===== src/rtl/sorted_serializer_pkg.sv =====
// sorted_serializer_pkg
// Shared definitions for the sorted_serializer output stage: the two-state
// FSM encoding, the frame length (eight words per frame) and the width of
// the in-frame word index.
package sorted_serializer_pkg;

  typedef enum logic {
    IDLE = 1'b0,
    SEND = 1'b1
  } state_t;

  localparam int FRAME_LEN = 8;
  localparam int IDX_W     = 3;

  localparam logic [IDX_W-1:0] FIRST_IDX = 3'd0;
  localparam logic [IDX_W-1:0] LAST_IDX  = 3'd7;

endpackage


===== src/rtl/sorted_serializer.sv =====
// sorted_serializer
// Captures the eight sorted words y1..y8 from the sorting network in a single
// valid/ready handshake and streams them out one word per beat with a
// last-beat marker, an in-frame index and a running count of completed frames.
// A new frame may be accepted on the final beat of the current one, giving an
// eight-cycle frame period with no idle cycle.
//
// Ports:
//   clk, rst_n          single clock, asynchronous active-low reset
//   in_valid/in_ready   input frame handshake (in_ready is combinational
//                       from out_ready so frames can chain back-to-back)
//   y1..y8              sorted words, y1 is position 1
//   out_data/out_valid/out_ready/out_last/out_index
//                       serial stream; all out_* driven from registers
//   frame_count         frames fully emitted, wraps modulo 2^16
//
// Build option: SORTED_SERIALIZER_DESCEND_EN -- when defined the words are
// emitted y8 first through y1 last; otherwise y1 first through y8 last.
module sorted_serializer
  import sorted_serializer_pkg::*;
#(
  parameter int Size = 8
) (
  input  logic            clk,
  input  logic            rst_n,
  input  logic            in_valid,
  output logic            in_ready,
  input  logic [Size-1:0] y1,
  input  logic [Size-1:0] y2,
  input  logic [Size-1:0] y3,
  input  logic [Size-1:0] y4,
  input  logic [Size-1:0] y5,
  input  logic [Size-1:0] y6,
  input  logic [Size-1:0] y7,
  input  logic [Size-1:0] y8,
  output logic [Size-1:0] out_data,
  output logic            out_valid,
  input  logic            out_ready,
  output logic            out_last,
  output logic [2:0]      out_index,
  output logic [15:0]     frame_count
);

  state_t            state_r, state_nxt_s;
  logic [IDX_W-1:0]  idx_r, idx_nxt_s, idx_inc_s;
  logic [Size-1:0]   bank_r  [FRAME_LEN];
  logic [Size-1:0]   frame_s [FRAME_LEN];
  logic [Size-1:0]   data_nxt_s;
  logic              beat_s, last_beat_s, accept_s, in_ready_s;
  logic [Size-1:0]   out_data_r;
  logic              out_valid_r, out_last_r;
  logic [IDX_W-1:0]  out_index_r;
  logic [15:0]       frame_count_r;

  // The bank is stored in emission order, so the read side is the same
  // for both builds and bank[idx] is always the word for beat idx.
`ifdef SORTED_SERIALIZER_DESCEND_EN
  assign frame_s[0] = y8;
  assign frame_s[1] = y7;
  assign frame_s[2] = y6;
  assign frame_s[3] = y5;
  assign frame_s[4] = y4;
  assign frame_s[5] = y3;
  assign frame_s[6] = y2;
  assign frame_s[7] = y1;
`else
  assign frame_s[0] = y1;
  assign frame_s[1] = y2;
  assign frame_s[2] = y3;
  assign frame_s[3] = y4;
  assign frame_s[4] = y5;
  assign frame_s[5] = y6;
  assign frame_s[6] = y7;
  assign frame_s[7] = y8;
`endif

  // Handshake decode: a beat completes whenever SEND meets out_ready, and a
  // frame may be taken in IDLE or on the completing final beat.
  always_comb begin
    beat_s      = (state_r == SEND) && out_ready;
    last_beat_s = beat_s && (idx_r == LAST_IDX);
    in_ready_s  = (state_r == IDLE) || last_beat_s;
    accept_s    = in_valid && in_ready_s;
    idx_inc_s   = idx_r + 3'd1;
  end

  // Next-state, next-index and next output word; out_* are registered from
  // these so the first word appears right after the accepting edge.
  always_comb begin
    state_nxt_s = state_r;
    idx_nxt_s   = idx_r;
    data_nxt_s  = out_data_r;
    case (state_r)
      IDLE: begin
        if (accept_s) begin
          state_nxt_s = SEND;
          idx_nxt_s   = FIRST_IDX;
          data_nxt_s  = frame_s[0];
        end else begin
          state_nxt_s = IDLE;
          idx_nxt_s   = FIRST_IDX;
          data_nxt_s  = '0;
        end
      end
      SEND: begin
        if (accept_s) begin
          // Chained frame: reload on the final beat and keep streaming.
          state_nxt_s = SEND;
          idx_nxt_s   = FIRST_IDX;
          data_nxt_s  = frame_s[0];
        end else if (last_beat_s) begin
          state_nxt_s = IDLE;
          idx_nxt_s   = FIRST_IDX;
          data_nxt_s  = '0;
        end else if (beat_s) begin
          idx_nxt_s  = idx_inc_s;
          data_nxt_s = bank_r[idx_inc_s];
        end else begin
          // Stall: everything holds.
          idx_nxt_s  = idx_r;
          data_nxt_s = out_data_r;
        end
      end
      default: begin
        state_nxt_s = IDLE;
        idx_nxt_s   = FIRST_IDX;
        data_nxt_s  = '0;
      end
    endcase
  end

  // FSM state, index and registered stream outputs.
  always_ff @(posedge clk or negedge rst_n) begin
    if (!rst_n) begin
      state_r     <= IDLE;
      idx_r       <= FIRST_IDX;
      out_valid_r <= 1'b0;
      out_data_r  <= '0;
      out_last_r  <= 1'b0;
      out_index_r <= FIRST_IDX;
    end else begin
      state_r     <= state_nxt_s;
      idx_r       <= idx_nxt_s;
      out_valid_r <= (state_nxt_s == SEND);
      out_data_r  <= data_nxt_s;
      out_last_r  <= (state_nxt_s == SEND) && (idx_nxt_s == LAST_IDX);
      out_index_r <= idx_nxt_s;
    end
  end

  // Word bank: written only on an accepted input handshake.
  always_ff @(posedge clk or negedge rst_n) begin
    if (!rst_n) begin
      for (int i = 0; i < FRAME_LEN; i++) begin
        bank_r[i] <= '0;
      end
    end else if (accept_s) begin
      for (int i = 0; i < FRAME_LEN; i++) begin
        bank_r[i] <= frame_s[i];
      end
    end
  end

  // Completed-frame counter; wraps silently at 2^16.
  always_ff @(posedge clk or negedge rst_n) begin
    if (!rst_n) begin
      frame_count_r <= 16'd0;
    end else if (last_beat_s) begin
      frame_count_r <= frame_count_r + 16'd1;
    end
  end

  assign in_ready    = in_ready_s;
  assign out_data    = out_data_r;
  assign out_valid   = out_valid_r;
  assign out_last    = out_last_r;
  assign out_index   = out_index_r;
  assign frame_count = frame_count_r;

endmodule


===== config.mk =====
export PLATFORM = sky130hd
export DESIGN_NAME = sorted_serializer
export DESIGN_NICKNAME = d
export VERILOG_FILES = /design/src/rtl/sorted_serializer_pkg.sv /design/src/rtl/sorted_serializer.sv
export SDC_FILE = /design/constraint.sdc
export NUM_CORES = 1
export LEC_CHECK = 0
export BUFFER_PORTS_ARGS = -buffer_cell sky130_fd_sc_hd__buf_2
export CORE_ASPECT_RATIO = 1.75
export CORE_UTILIZATION = 58
export DETAILED_ROUTE_END_ITERATION = 10
export PLACE_DENSITY = 0.85
export REMOVE_ABC_BUFFERS = 1
export SYNTH_ARGS = -nofsm -noshare
export SYNTH_HDL_FRONTEND = slang
export SYNTH_SLANG_ARGS = --single-unit
export TNS_END_PERCENT = 10

===== constraint.sdc =====
create_clock -name clk -period 3.41 [get_ports clk]
set_clock_uncertainty 0.05 [all_clocks]
set_input_delay 0.682 -clock clk [delete_from_list [all_inputs] [get_ports clk]]
set_output_delay 0.682 -clock clk [all_outputs]
set_load 0.02 [all_outputs]

# [Word-level counts from Yosys, hierarchy flattened]
# Cells that the tools add are included.
# Widths: inputs -> output; s select.
[classes] order_cmp=1 reduce_logical=5 n_mux=16 eq_ne=3 n_addsub=2 bitwise=2
[ops] operator="$mux 8" count=6
[ops] operator="$bmux 8 s3" count=1
[ops] operator="$add 16x1->16 const B" count=1
[ops] operator="$pmux 8 s2" count=1
[ops] operator="$mux 3" count=3
[ops] operator="$eq 3x3->1 const B" count=2
[ops] operator="$pmux 3 s2" count=1
[ops] operator="$ge 4x4->1 const B" count=1
[ops] operator="$logic_and 1x1->1" count=4
[ops] operator="$ne 4x4->1 const B" count=1
[ops] operator="$not 3->4" count=1
[ops] operator="$add 3x1->3 const B" count=1
[ops] operator="$mux 1" count=3
[ops] operator="$pmux 1 s2" count=1
[ops] operator="$logic_or 1x1->1" count=1
[ops] operator="$not 1->1" count=1
[word_totals] input_bits=68 output_inout_bits=30 regBits=93

# [Logic depth before layout (Yosys ltp)]
[logic_depth] ltp_word=9 ltp_mapped=8 ltp_nobuf=6

# [Worst setup path before layout]
# Ideal clock, no wire load.
[synth_path] kind="reg-to-reg" startpoint="register out_index[0] (netlist name)" endpoint="register out_data_r[0] (netlist: out_data[0])" setup_time_ns=0.126 stages_incl_launch_ff=9 arrival_time_ns=2.160 synth_period_minus_slack_ns=2.336 slack_ns=1.074 path_cell_list="dfrtp_1 ha_1 ha_1 clkbuf_1 buf_2 mux4_2 mux2i_1 nor2_1 a221o_1"
[synth_lines] element="end signal: assignment" line="sorted_serializer.sv:145" source="out_data_r <= data_nxt_s;"
[synth_lines] element="end: declaration" line="sorted_serializer.sv:50" source="logic [Size-1:0] out_data_r;"

==> impl_metrics.toml <==
[worst_hold_path]
hold_path_class = "in -> async"

[setup_path]
rrSetupSlack_ps = 930
r2r_start = "out_index[0]"
worst-path-max-fanout = 18
worstSetupStartpoint = "out_index[0]"
startpoint_type = "flip-flop"
critical_path_arrival_ps = 2650
cp_cell_sequence = "ha_1, ha_1, mux4_1, mux2i_1, nor2_1, a221o_1"
cp_common_cell = "ha_1"
cp_slowest_cell = "ha_1"
end_kind = "flip-flop"
critPathKind = "reg -> reg"
crit_required_ps = 3580
slowest_delay_ps = 810

[power_and_ir_drop]
peakVddDrop_mv = 0.538
power.density_nw_per_um2 = 817
leakagePower_nw = 2.41

[detailed_routing]
ant_nets = 0
wl_per_cell_um = 18.2
drc = 0
dr.pass1.iters = 4
vias = 2678
totalWireLength_um = 8450
vias_per_cell = 5.76
drtIter0Drc = 98

[global_route]
grt_max_degree = 50
grt_overflow_total = 0
grt_pass1_wl_um = 13700
grt_pass1_vias = 2781
grt_antenna_before_repair = 0
grt_usage = 0.255

[timing]
setup_viol = 0
fmax_mhz = 404
tightest_slew_ps = 804
finalMaxSlewViolations = 0
fin_crit_sh = 0.727
grt_setup_unrepaired = "false"
period_needed_ps = 2480
tns_ps = 0
relSlewSlack = 0.464
hold_viol_final = 0

[synth]
synth_area_um2 = 4170
synth-warning-count = 0
ys_types = 32
synth-seq-cells = 93
syn_inst = 280
seq_area_frac_synth = 0.558
avgSynthCellArea_um2 = 14.9

[clock_network]
cts.htree.levels = 3
cts_buffer_depth = 2
cts_root_buf = "clkbuf_16"
ctsHoldBuffers = 0
postCtsSetupBuffers = 0
cts.sinks = 93
clk_pin_slew_ps = 60
cts_resized = 0
clk_latency_ps = 340
cts_buffers = 9
tritoncts = "yes"

[finish]
drive_above_1_share = 0.331
area_growth_pct = 19.9
fin_nets = 448
final_core_util = 0.724
diodes = 0

[floorplanning]
die_w_um = 66.1
rows = 40
die_h_um = 114
start_util = 0.604
die_area_um2 = 7550
boundaryPins = 98
core_um2 = 6910

[run]
cap_violations = 0

[placed_design]
gp_congestion = 0.771
dp_hpwl_um = 6040
io_buffers = 97

[run_status]
outcome = "completed"
==> routing by layer <==
layer,vias up,share of wire,global-route usage
met1,1364,0.38,0.284
met5,-,0,0
li1,1215,-,-
met3,20,0.033,0.0418
met2,79,0.56,0.444
met4,0,0.031,0.153
==> critical path: cells and delay by family (launching register included) <==
| family | cells | cell delay [ps] |
|---|---|---|
| adders and majority gates | 2 | 1010 |
| muxes | 2 | 560 |
| DFF | 1 | 390 |
| AOI/OAI and AO/OA | 1 | 270 |
| and+or+nand+nor | 1 | 60 |
==> cells by family (layout without fill, tap and decap cells) <==
family,count (synthesis),after routing,synth area share
AO/OA/AOI/OAI,12,12,0.0243
XOR/XNOR,15,15,0.0315
adder cells (fa/ha/maj),3,3,0.00900
buffers and inverters,17,118,0.0255
flip-flops,93,93,0.558
multiplexers,90,90,0.291
AND/OR/NAND/NOR,50,50,0.0609
==> path summary, 6_finish.rpt <==
| check | endpoint | cells after the start |
|---|---|---|
| max in group asynchronous | bank_r[11] | 2 |
| worst min register to register | frame_count[15] | 1 |
| worst min-delay path | frame_count[4] | 1 |
| min in group clk | frame_count[15] | 1 |
| worst max register to register | out_data[3] | 6 |
| worst max-delay path | out_data[3] | 6 |
==> layout make-up <==
cell class                      count  area (um^2)
Sequential cell                    93         2330
Clock buffer                       14          274
Timing Repair Buffer              101          543
Inverter                            2         7.51
Fill cell                         464         1910
Clock inverter                      1         5.00
Multi-Input combinational cell    170         1740
Tap cell                           84          105
==> registers in the layout, indices dropped and copies added (netlist names) <==
register	cells
frame_count	16
out_index	3
out_data	8
out_valid	1
out_last	1
bank_r	64
==> cell usage in the layout, fill, tap and decap left out, types with 2 or more instances in the layout <==
master / Yosys / layout
and2_1: 3 / 2
nor3_1: 2 / 2
clkbuf_8: 0 / 3
mux4_1: 8 / 8
clkbuf_1: 1 / 2
dfrtp_1: 93 / 93
nand2b_1: 3 / 3
nand2_1: 12 / 12
nor2b_1: 4 / 4
a21oi_1: 2 / 2
inv_1: 2 / 2
nand3_1: 5 / 5
mux2i_1: 9 / 9
xnor2_1: 13 / 13
ha_1: 3 / 3
buf_2: 9 / 96
nand4_1: 5 / 5
xor2_1: 2 / 2
mux2_1: 64 / 64
mux4_2: 8 / 8
buf_12: 1 / 2
clkbuf_16: 0 / 9
nor2_1: 12 / 12
buf_4: 2 / 3
a221o_1: 8 / 8
==> per-stage QoR <==
stage | cell area [um^2] | instances | total power [W] | hold WS (ps) | setup WS (ps)
floorplan | 4070 | 265 | 0.00275 | 336 | -422
global placement | 4720 | 450 | 0.00309 | 409 | 983
detailed placement | 4720 | 450 | 0.00317 | 410 | 949
CTS | 5000 | 465 | 0.00412 | 296 | 934
global route | 5000 | 465 | 0.00432 | 331 | 819
finish | 5000 | 465 | 0.00408 | 284 | 932
==> cell usage after synthesis (all sizes together) <==
cell type   n  share of area
mux2       65           0.18
nand4       5         0.0075
xor2        2         0.0042
mux2i       9          0.022
inv         2         0.0018
nor3        3         0.0048
a221o       8          0.019
nand3b      1         0.0018
dfrtp      93           0.56
a21oi       2         0.0024
nand2      13          0.014
buf        14          0.023
and2        3         0.0045
xnor2      13          0.027
ha          3         0.0090
clkbuf      1        0.00090
mux4       16          0.094
nand2b      3         0.0045
and3        1         0.0015
nor2       12          0.011
nor2b       4         0.0060
nand3       5         0.0060
o21ai       1         0.0012
o22ai       1         0.0015
==> power breakdown <==
group | switching (W) | internal (W)
logic | 0.000614 | 0.000754
clock network | 0.000383 | 0.000549
registers | 0.000234 | 0.00155
total | 0.00123 | 0.00285
No activity file was read; power rests on OpenSTA's default activity.
